**src/rtl/ctrl_pkg.sv**
```systemverilog
// ctrl_pkg: opcodes, FSM states, ALU/writeback codes and IR field positions
package ctrl_pkg;
  typedef enum logic [3:0] {
    OP_NOP  = 4'h0, OP_ADD = 4'h1, OP_SUB = 4'h2, OP_AND = 4'h3,
    OP_OR   = 4'h4, OP_XOR = 4'h5, OP_ADDI = 4'h6, OP_LDI = 4'h7,
    OP_LD   = 4'h8, OP_ST  = 4'h9, OP_JMP = 4'hA, OP_BZ  = 4'hB,
    OP_IL0  = 4'hC, OP_IL1 = 4'hD, OP_IL2 = 4'hE, OP_HALT = 4'hF
  } opcode_e;
  typedef enum logic [2:0] {
    S_BOOT, S_FETCH, S_DECODE, S_EXEC, S_MEM, S_WB, S_HALT
  } state_e;
  localparam logic [2:0] ALU_ADD = 3'd0;
  localparam logic [2:0] ALU_SUB = 3'd1;
  localparam logic [2:0] ALU_AND = 3'd2;
  localparam logic [2:0] ALU_OR  = 3'd3;
  localparam logic [2:0] ALU_XOR = 3'd4;
  localparam logic [1:0] WB_ALU = 2'd0;
  localparam logic [1:0] WB_IMM = 2'd1;
  localparam logic [1:0] WB_MEM = 2'd2;
  localparam int OP_LSB  = 12;
  localparam int RD_LSB  = 8;
  localparam int RS_LSB  = 4;
  localparam int IMM_LSB = 0;
endpackage

```
**src/rtl/ctrl_decode.sv**
```systemverilog
// ctrl_decode: combinational opcode -> ALU steering, writeback select and class flags
module ctrl_decode import ctrl_pkg::*; (
  input  logic [3:0] op,
  output logic [2:0] alu_op,
  output logic       alu_src_sel,
  output logic [1:0] wb_sel,
  output logic       is_wb,
  output logic       is_mem,
  output logic       is_ld,
  output logic       is_st,
  output logic       is_jmp,
  output logic       is_bz,
  output logic       is_halt,
  output logic       upd_z
);
  opcode_e o;
  // opcode classification; alu_op stays ADD for everything but the logic/sub ops
  always_comb begin
    o           = opcode_e'(op);
    alu_op      = o == OP_SUB ? ALU_SUB : o == OP_AND ? ALU_AND :
                  o == OP_OR  ? ALU_OR  : o == OP_XOR ? ALU_XOR : ALU_ADD;
    alu_src_sel = o == OP_ADDI;
    wb_sel      = o == OP_LDI ? WB_IMM : o == OP_LD ? WB_MEM : WB_ALU;
    upd_z       = o inside {OP_ADD, OP_SUB, OP_AND, OP_OR, OP_XOR, OP_ADDI};
    is_wb       = upd_z || o == OP_LDI;
    is_ld       = o == OP_LD;
    is_st       = o == OP_ST;
    is_mem      = is_ld || is_st;
    is_jmp      = o == OP_JMP;
    is_bz       = o == OP_BZ;
    is_halt     = o == OP_HALT;
  end
endmodule

```
**src/rtl/ctrl_fsm.sv**
```systemverilog
// ctrl_fsm: multi-cycle fetch/decode/execute control unit; CTRL_ILLEGAL_TRAP_EN traps opcodes C-E into HALT
module ctrl_fsm import ctrl_pkg::*; (
  input  logic        clk,
  input  logic        rst,
  output logic        imem_req,
  input  logic        imem_ack,
  input  logic [15:0] imem_rdata,
  output logic [7:0]  pc,
  output logic        dmem_req,
  output logic        dmem_we,
  output logic [7:0]  dmem_addr,
  input  logic        dmem_ack,
  output logic [3:0]  rd_addr,
  output logic [3:0]  rs_addr,
  output logic [7:0]  imm,
  output logic [2:0]  alu_op,
  output logic        alu_src_sel,
  output logic [1:0]  wb_sel,
  output logic        reg_we,
  input  logic        zero_in,
  output logic        halted,
  output logic        illegal
);
  state_e      state, nxt;
  logic [15:0] ir;
  logic        z, trap;
  logic        is_wb, is_mem, is_ld, is_st, is_jmp, is_bz, is_halt, upd_z;

  ctrl_decode u_dec (
    .op(ir[OP_LSB+:4]), .alu_op(alu_op), .alu_src_sel(alu_src_sel), .wb_sel(wb_sel),
    .is_wb(is_wb), .is_mem(is_mem), .is_ld(is_ld), .is_st(is_st),
    .is_jmp(is_jmp), .is_bz(is_bz), .is_halt(is_halt), .upd_z(upd_z)
  );

`ifdef CTRL_ILLEGAL_TRAP_EN
  assign trap = ir[OP_LSB+:4] inside {OP_IL0, OP_IL1, OP_IL2};
  // sticky illegal flag, cleared only by reset
  always_ff @(posedge clk or posedge rst)
    if (rst) illegal <= 1'b0;
    else if (state == S_EXEC && trap) illegal <= 1'b1;
`else
  assign trap    = 1'b0;
  assign illegal = 1'b0;
`endif

  // state register
  always_ff @(posedge clk or posedge rst)
    if (rst) state <= S_BOOT;
    else state <= nxt;

  // next-state sequencing
  always_comb begin
    nxt = state;
    case (state)
      S_BOOT:   nxt = S_FETCH;
      S_FETCH:  nxt = imem_ack ? S_DECODE : S_FETCH;
      S_DECODE: nxt = S_EXEC;
      S_EXEC:   nxt = (is_halt || trap) ? S_HALT : is_wb ? S_WB : is_mem ? S_MEM : S_FETCH;
      S_MEM:    nxt = !dmem_ack ? S_MEM : is_ld ? S_WB : S_FETCH;
      S_WB:     nxt = S_FETCH;
      S_HALT:   nxt = S_HALT;
      default:  nxt = S_BOOT;
    endcase
  end

  // program counter, instruction register and zero flag; branches override the fetch increment
  always_ff @(posedge clk or posedge rst)
    if (rst) begin
      pc <= 8'h00;
      ir <= 16'h0000;
      z  <= 1'b0;
    end else begin
      if (state == S_FETCH && imem_ack) begin
        ir <= imem_rdata;
        pc <= pc + 8'd1;
      end
      if (state == S_EXEC && upd_z) z <= zero_in;
      if (state == S_EXEC && (is_jmp || (is_bz && z))) pc <= ir[IMM_LSB+:8];
    end

  // Moore outputs from state and IR only
  always_comb begin
    imem_req  = state == S_FETCH;
    dmem_req  = state == S_MEM;
    dmem_we   = state == S_MEM && is_st;
    reg_we    = state == S_WB;
    halted    = state == S_HALT;
    rd_addr   = ir[RD_LSB+:4];
    rs_addr   = ir[RS_LSB+:4];
    imm       = ir[IMM_LSB+:8];
    dmem_addr = ir[IMM_LSB+:8];
  end
endmodule

```
**config.mk**
```make
export PLATFORM = sky130hd
export DESIGN_NAME = ctrl_fsm
export DESIGN_NICKNAME = d
export VERILOG_FILES = /design/src/rtl/ctrl_pkg.sv /design/src/rtl/ctrl_decode.sv /design/src/rtl/ctrl_fsm.sv
export SDC_FILE = /design/constraint.sdc
export NUM_CORES = 1
export LEC_CHECK = 0
export CORE_UTILIZATION = 39
export DETAILED_ROUTE_END_ITERATION = 12
export GPL_TIMING_DRIVEN = 1
export PLACE_DENSITY = 0.76
export SLEW_MARGIN = 25
export SYNTH_ARGS = -nofsm -noshare
export SYNTH_HDL_FRONTEND = slang
export SYNTH_SLANG_ARGS = --single-unit
```
**constraint.sdc**
```tcl
create_clock -name clk -period 1.6 [get_ports clk]
set_input_delay 0.24 -clock clk [delete_from_list [all_inputs] [get_ports clk]]
set_output_delay 0.24 -clock clk [all_outputs]
set_load 0.05 [all_outputs]
```
Word level (Yosys, flattened, before mapping). Index checks and enable logic that the tools add are counted.

Equal/unequal tests: 18. Add/sub/neg operators: 1. Muxes and demuxes: 15. Reductions and logical operators: 12.

Operator list (number): $mux W3 (9); $eq A4 B4 Y1 const B (5); $pmux W3 S6 (1); $eq A4 B3 Y1 const B (4); $mux W8 (2); $eq A3 B3 Y1 const B (3); $add A8 B1 Y8 const B (1); $eq A4 B2 Y1 const B (2); $eq A3 B2 Y1 const B (2); $mux W2 (3); $reduce_bool A6 Y1 (1); $logic_and A1 B1 Y1 (5); $eq A4 B1 Y1 const B (1); $eq A3 B1 Y1 const B (1); $logic_not A3 Y1 (1); $logic_or A1 B1 Y1 (3); $reduce_bool A2 Y1 (1); $reduce_or A2 Y1 (1).

Output and inout port bits: 44. Register bits after elaboration: 28. Input bits: 21.

Depth between registers and ports, before layout.
Word-level depth: 6. Depth in mapped cells: 6. Gate-level depth less buffers: 5.

Hierarchy. From an unflattened synthesis, not the netlist that was laid out.

Cell total of the unflattened synthesis: 200. Area, all modules: 1704.1 µm².

By module, submodules not included: ctrl_fsm (instances 1, cells an instance 174, area an instance 1556.5 µm²); ctrl_decode (instances 1, cells an instance 26, area an instance 147.6 µm²).

Worst setup path before layout. No wires, ideal clock.

Path type: reg2reg. Start point: reg ir[14]. End point: reg state[2]. Path slack: -1073 ps. Period minus slack after synthesis: 2673 ps. Arrival: 2590 ps. Setup time: 83 ps. Stages on the path, launching flop included: 5. Cell sequence: dfrtp_1 -> clkbuf_1 -> nor4b_1 -> nor3b_1 -> o21bai_1.

Word-level cells in the longest chain between the ends: 6. Elaborated cells between the ends (all ways): 19. Those cells by class: eq/ne: 10; mux: 6; reduce/logical: 3.

Ends and longest elaborated chain: start: declaration (RTL line ctrl_fsm.sv:25) `logic [15:0] ir;`; start signal: assignment (RTL line ctrl_fsm.sv:74) `ir <= imem_rdata;`; $eq A4 B1 Y1 (tied with other cells) (RTL line ctrl_decode.sv:24) `upd_z = o inside {OP_ADD, OP_SUB, OP_AND, OP_OR, OP_XOR, OP_ADDI};`; $reduce_bool A6 Y1 or $logic_or A1 B1 Y1 (tied branches) (RTL line ctrl_decode.sv:24, ctrl_decode.sv:28); $logic_or A1 B1 Y1 or $mux W3 (tied branches) (RTL line ctrl_decode.sv:25, ctrl_fsm.sv:58); $mux W3 (2 in a row) (RTL line ctrl_fsm.sv:58) `S_EXEC: nxt = (is_halt || trap) ? S_HALT : is_wb ? S_WB : is_mem ? S_MEM : S_FETCH;`; $pmux W3 S6 (*) (RTL line ctrl_fsm.sv:54) `case (state)`; net nxt[2] (RTL line ctrl_fsm.sv:24) `state_e state, nxt;`; end signal: assignment (RTL line ctrl_fsm.sv:49) `else state <= nxt;`; end: declaration (RTL line ctrl_fsm.sv:24).

Mark *: on every way through the listed nets, which the timed path passes. The rest lies on a longest branch. A chain may end at the register's enable or synchronous reset.

Worst setup path after layout.
Start point: reg ir[13]. End point: out wb_sel[1].

Word-level cells in the longest chain between the ends: 3. Elaborated cells between the ends (all ways): 4. Those cells by class: eq/ne: 2; mux: 2.

Ends and longest elaborated chain: $eq A4 B4 Y1 (RTL line ctrl_decode.sv:23) `wb_sel = o == OP_LDI ? WB_IMM : o == OP_LD ? WB_MEM : WB_ALU;`; $mux W2 (RTL line ctrl_decode.sv:23); $mux W2 (*) (RTL line ctrl_decode.sv:23); end: declaration (RTL line ctrl_fsm.sv:18) `output logic [1:0] wb_sel,`.

Every way passes the cells marked *; elsewhere a longest branch is shown, timed or not.

==> impl_metrics.yaml <==
run_status:
  status: "complete, but fails checks"
  violations: "negative setup slack"
sta:
  rsz0062_at_grt: "true"
  setup_viol: 1
  worst_slack_ps: -26.9
  fin_skew_ps: 1.81
  period_share_pct: 102
  finalMaxSlewViolations: 0
  max_freq_mhz: 615
  hold_viol: 0
  min_period_ps: 1630
cells_and_area:
  final_common_cell: "buf_4"
  fin_util_pct: 62.8
  area_growth_pct: 53.2
  drive_gt1_share_pct: 51.6
  n_antenna_cell: 0
  final_cell_mix: "buf_4, dfrtp_1, clkdlybuf4s50_1, mux2_2, buf_12"
  fin_area_sq_um: 2530
  nets: 240
synth:
  synth_cells: 159
  synth_warnings: 0
  synthDominantCellAreaShare_pct: 42.4
  syn_area_per_cell_sq_um: 10.4
  syn-num-nets: 181
  synth.distinct_cells: 39
  synth-seq-area-share_pct: 42.4
  netlist_area_sq_um: 1650
  synthTopCellsByArea: "dfrtp_1, buf_4, mux2_2"
  synth-async-reset-ratio_pct: 100
  ys_ff_latch: 28
  netlist.top_cell.by_area: "dfrtp_1"
  synth_enable_flop_cells: 0
  ys.flop_type: "dfrtp_1"
clock_network:
  clk_pin_slew_worst_paths_ps: 90
  cts_made_buffers: 3
  ctsHoldBuffers: 0
  clock_path_buffers: 2
  cts.sinks: 28
  insertion_delay_ps: 270
  root_buffer: "clkbuf_8"
  htree_levels: 1
  cts_tree: "done"
floorplanning:
  io_pins: 65
  rows: 23
  fp.dieW_microns: 67.1
  dieArea_sq_um: 4500
  die_h_microns: 67.1
  start_util_pct: 41.0
  core_area_sq_um: 4030
grt:
  gr-total-overflow: 0
  grt_pass1_vias: 1175
  grt_antenna_before_repair: 0
  grt.total_usage_pct: 15.6
  grt_max_degree: 30
  grt_pass1_wl_mm: 5.29
run:
  cap_viol_max_count: 0
worst_setup_path:
  reg2reg_depth: 4
  arrival_ps: 1390
  startpoint_type: "register"
  cp_slowest_cell: "dfrtp_2"
  cp_cell_sequence: "buf_4 > nor4b_4 > buf_12"
  crit_type: "reg -> out"
  cp.required_ps: 1360
  crit_path_end_kind: "primary output"
  r2r_end: "z$_DFFE_PP0P_"
  r2r_start: "state[2]$_DFF_PP0_"
  ff2ff_setup_slack_ps: 20
  crit_family: "flip-flops"
  path_buf_inv: 2
  crit_fanout: 4
  cp_slowest_stage_delay_ps: 440
routing:
  drtAntennaViolNets: 0
  drt_iter0_drc: 77
  via_per_inst: 4.94
  vias: 1319
  wl_per_cell_microns: 12.8
  drtPass1Iterations: 4
  drc_errors: 0
  totalWireLength_mm: 3.42
worst_hold_path:
  hp-class: "in -> async"
place:
  dp.final_hpwl_mm: 2.34
  gpl.final_weighted_congestion: 0.762
  port_buffers: 63
  placed_area_sq_um: 2310
[registers in the layout, indices dropped and copies added (netlist names)]
signal and cells:
state 3, pc 8, ir 16, z 1
[metal layers]
metal	track usage, %	wire, microns
met1	19.1	1460
met2	27.8	1710
met3	3.60	197
met4	2.93	45
met5	0	0
[layout make-up]
| type | instances | area, sq um |
|---|---|---|
| fill | 318 | 1500 |
| tap | 50 | 62.6 |
| multi-input combinational | 93 | 787 |
| clock buffer | 3 | 41.3 |
| inverter | 4 | 15.0 |
| clock inverter | 1 | 30.0 |
| timing repair buffer | 88 | 888 |
| sequential | 28 | 706 |
[metrics by stage]
stage	cells	TNS (ps)	setup slack [ps]	hold WS (ps)
2_1_floorplan	159	-371	-182	305
3_3_place_gp	251	-3180	-174	489
3_5_place_dp	251	-3290	-206	501
4_1_cts	266	-6.21	-6.21	353
5_1_grt	267	-445	-83.4	372
6_report	267	-26.9	-26.9	346
[tightest hold or removal path, delay by kind of cell]
family,cells,cell delay [ps]
buf+inv,3,790
[synthesized netlist by cell type (all sizes together) (2+ instances only)]
| master | n |
|---|---|
| a21o | 2 |
| mux2 | 16 |
| buf | 30 |
| and3 | 4 |
| clkbuf | 4 |
| nand3b | 2 |
| nor3b | 3 |
| nor3 | 4 |
| xor2 | 5 |
| a22oi | 2 |
| o21ai | 8 |
| inv | 4 |
| nand4 | 4 |
| nor2 | 10 |
| nand2 | 12 |
| dfrtp | 28 |
| nand2b | 3 |
[cells by family after synthesis]
family / count (synthesis) / share of synthesized area, %
other cells: 1 / 0.227
flops: 28 / 42.4
fa+ha+maj: 1 / 0.757
xor+xnor: 6 / 3.18
mux: 17 / 11.5
simple gates: 49 / 17.3
compound gates: 19 / 8.18
buf+inv: 38 / 16.4
[worst max path at each step]
stage                       start                end  cells past startpoint
3_5_place_dp             imem_ack  pc[3]$_DFFE_PP0P_                      6
4_1_cts        ir[12]$_DFFE_PP0P_          wb_sel[1]                      3
3_3_place_gp             imem_ack  pc[7]$_DFFE_PP0P_                      5
5_1_grt        ir[13]$_DFFE_PP0P_          wb_sel[1]                      3
6_report       ir[13]$_DFFE_PP0P_          wb_sel[1]                      3
2_1_floorplan  state[0]$_DFF_PP0_            dmem_we                      3
[what timing repair did]
item                                    in CTS  in global routing
buffers inserted                            11                  1
hold endpoints to repair                     0                  0
endpoints found under the setup margin       7                 11
gates resized for setup                     11                  5
pin swaps                                    1                  2
Power is left out: the tool's default activity adds up to more than one toggle a clock period on the data nets, which glitch-free logic cannot reach.
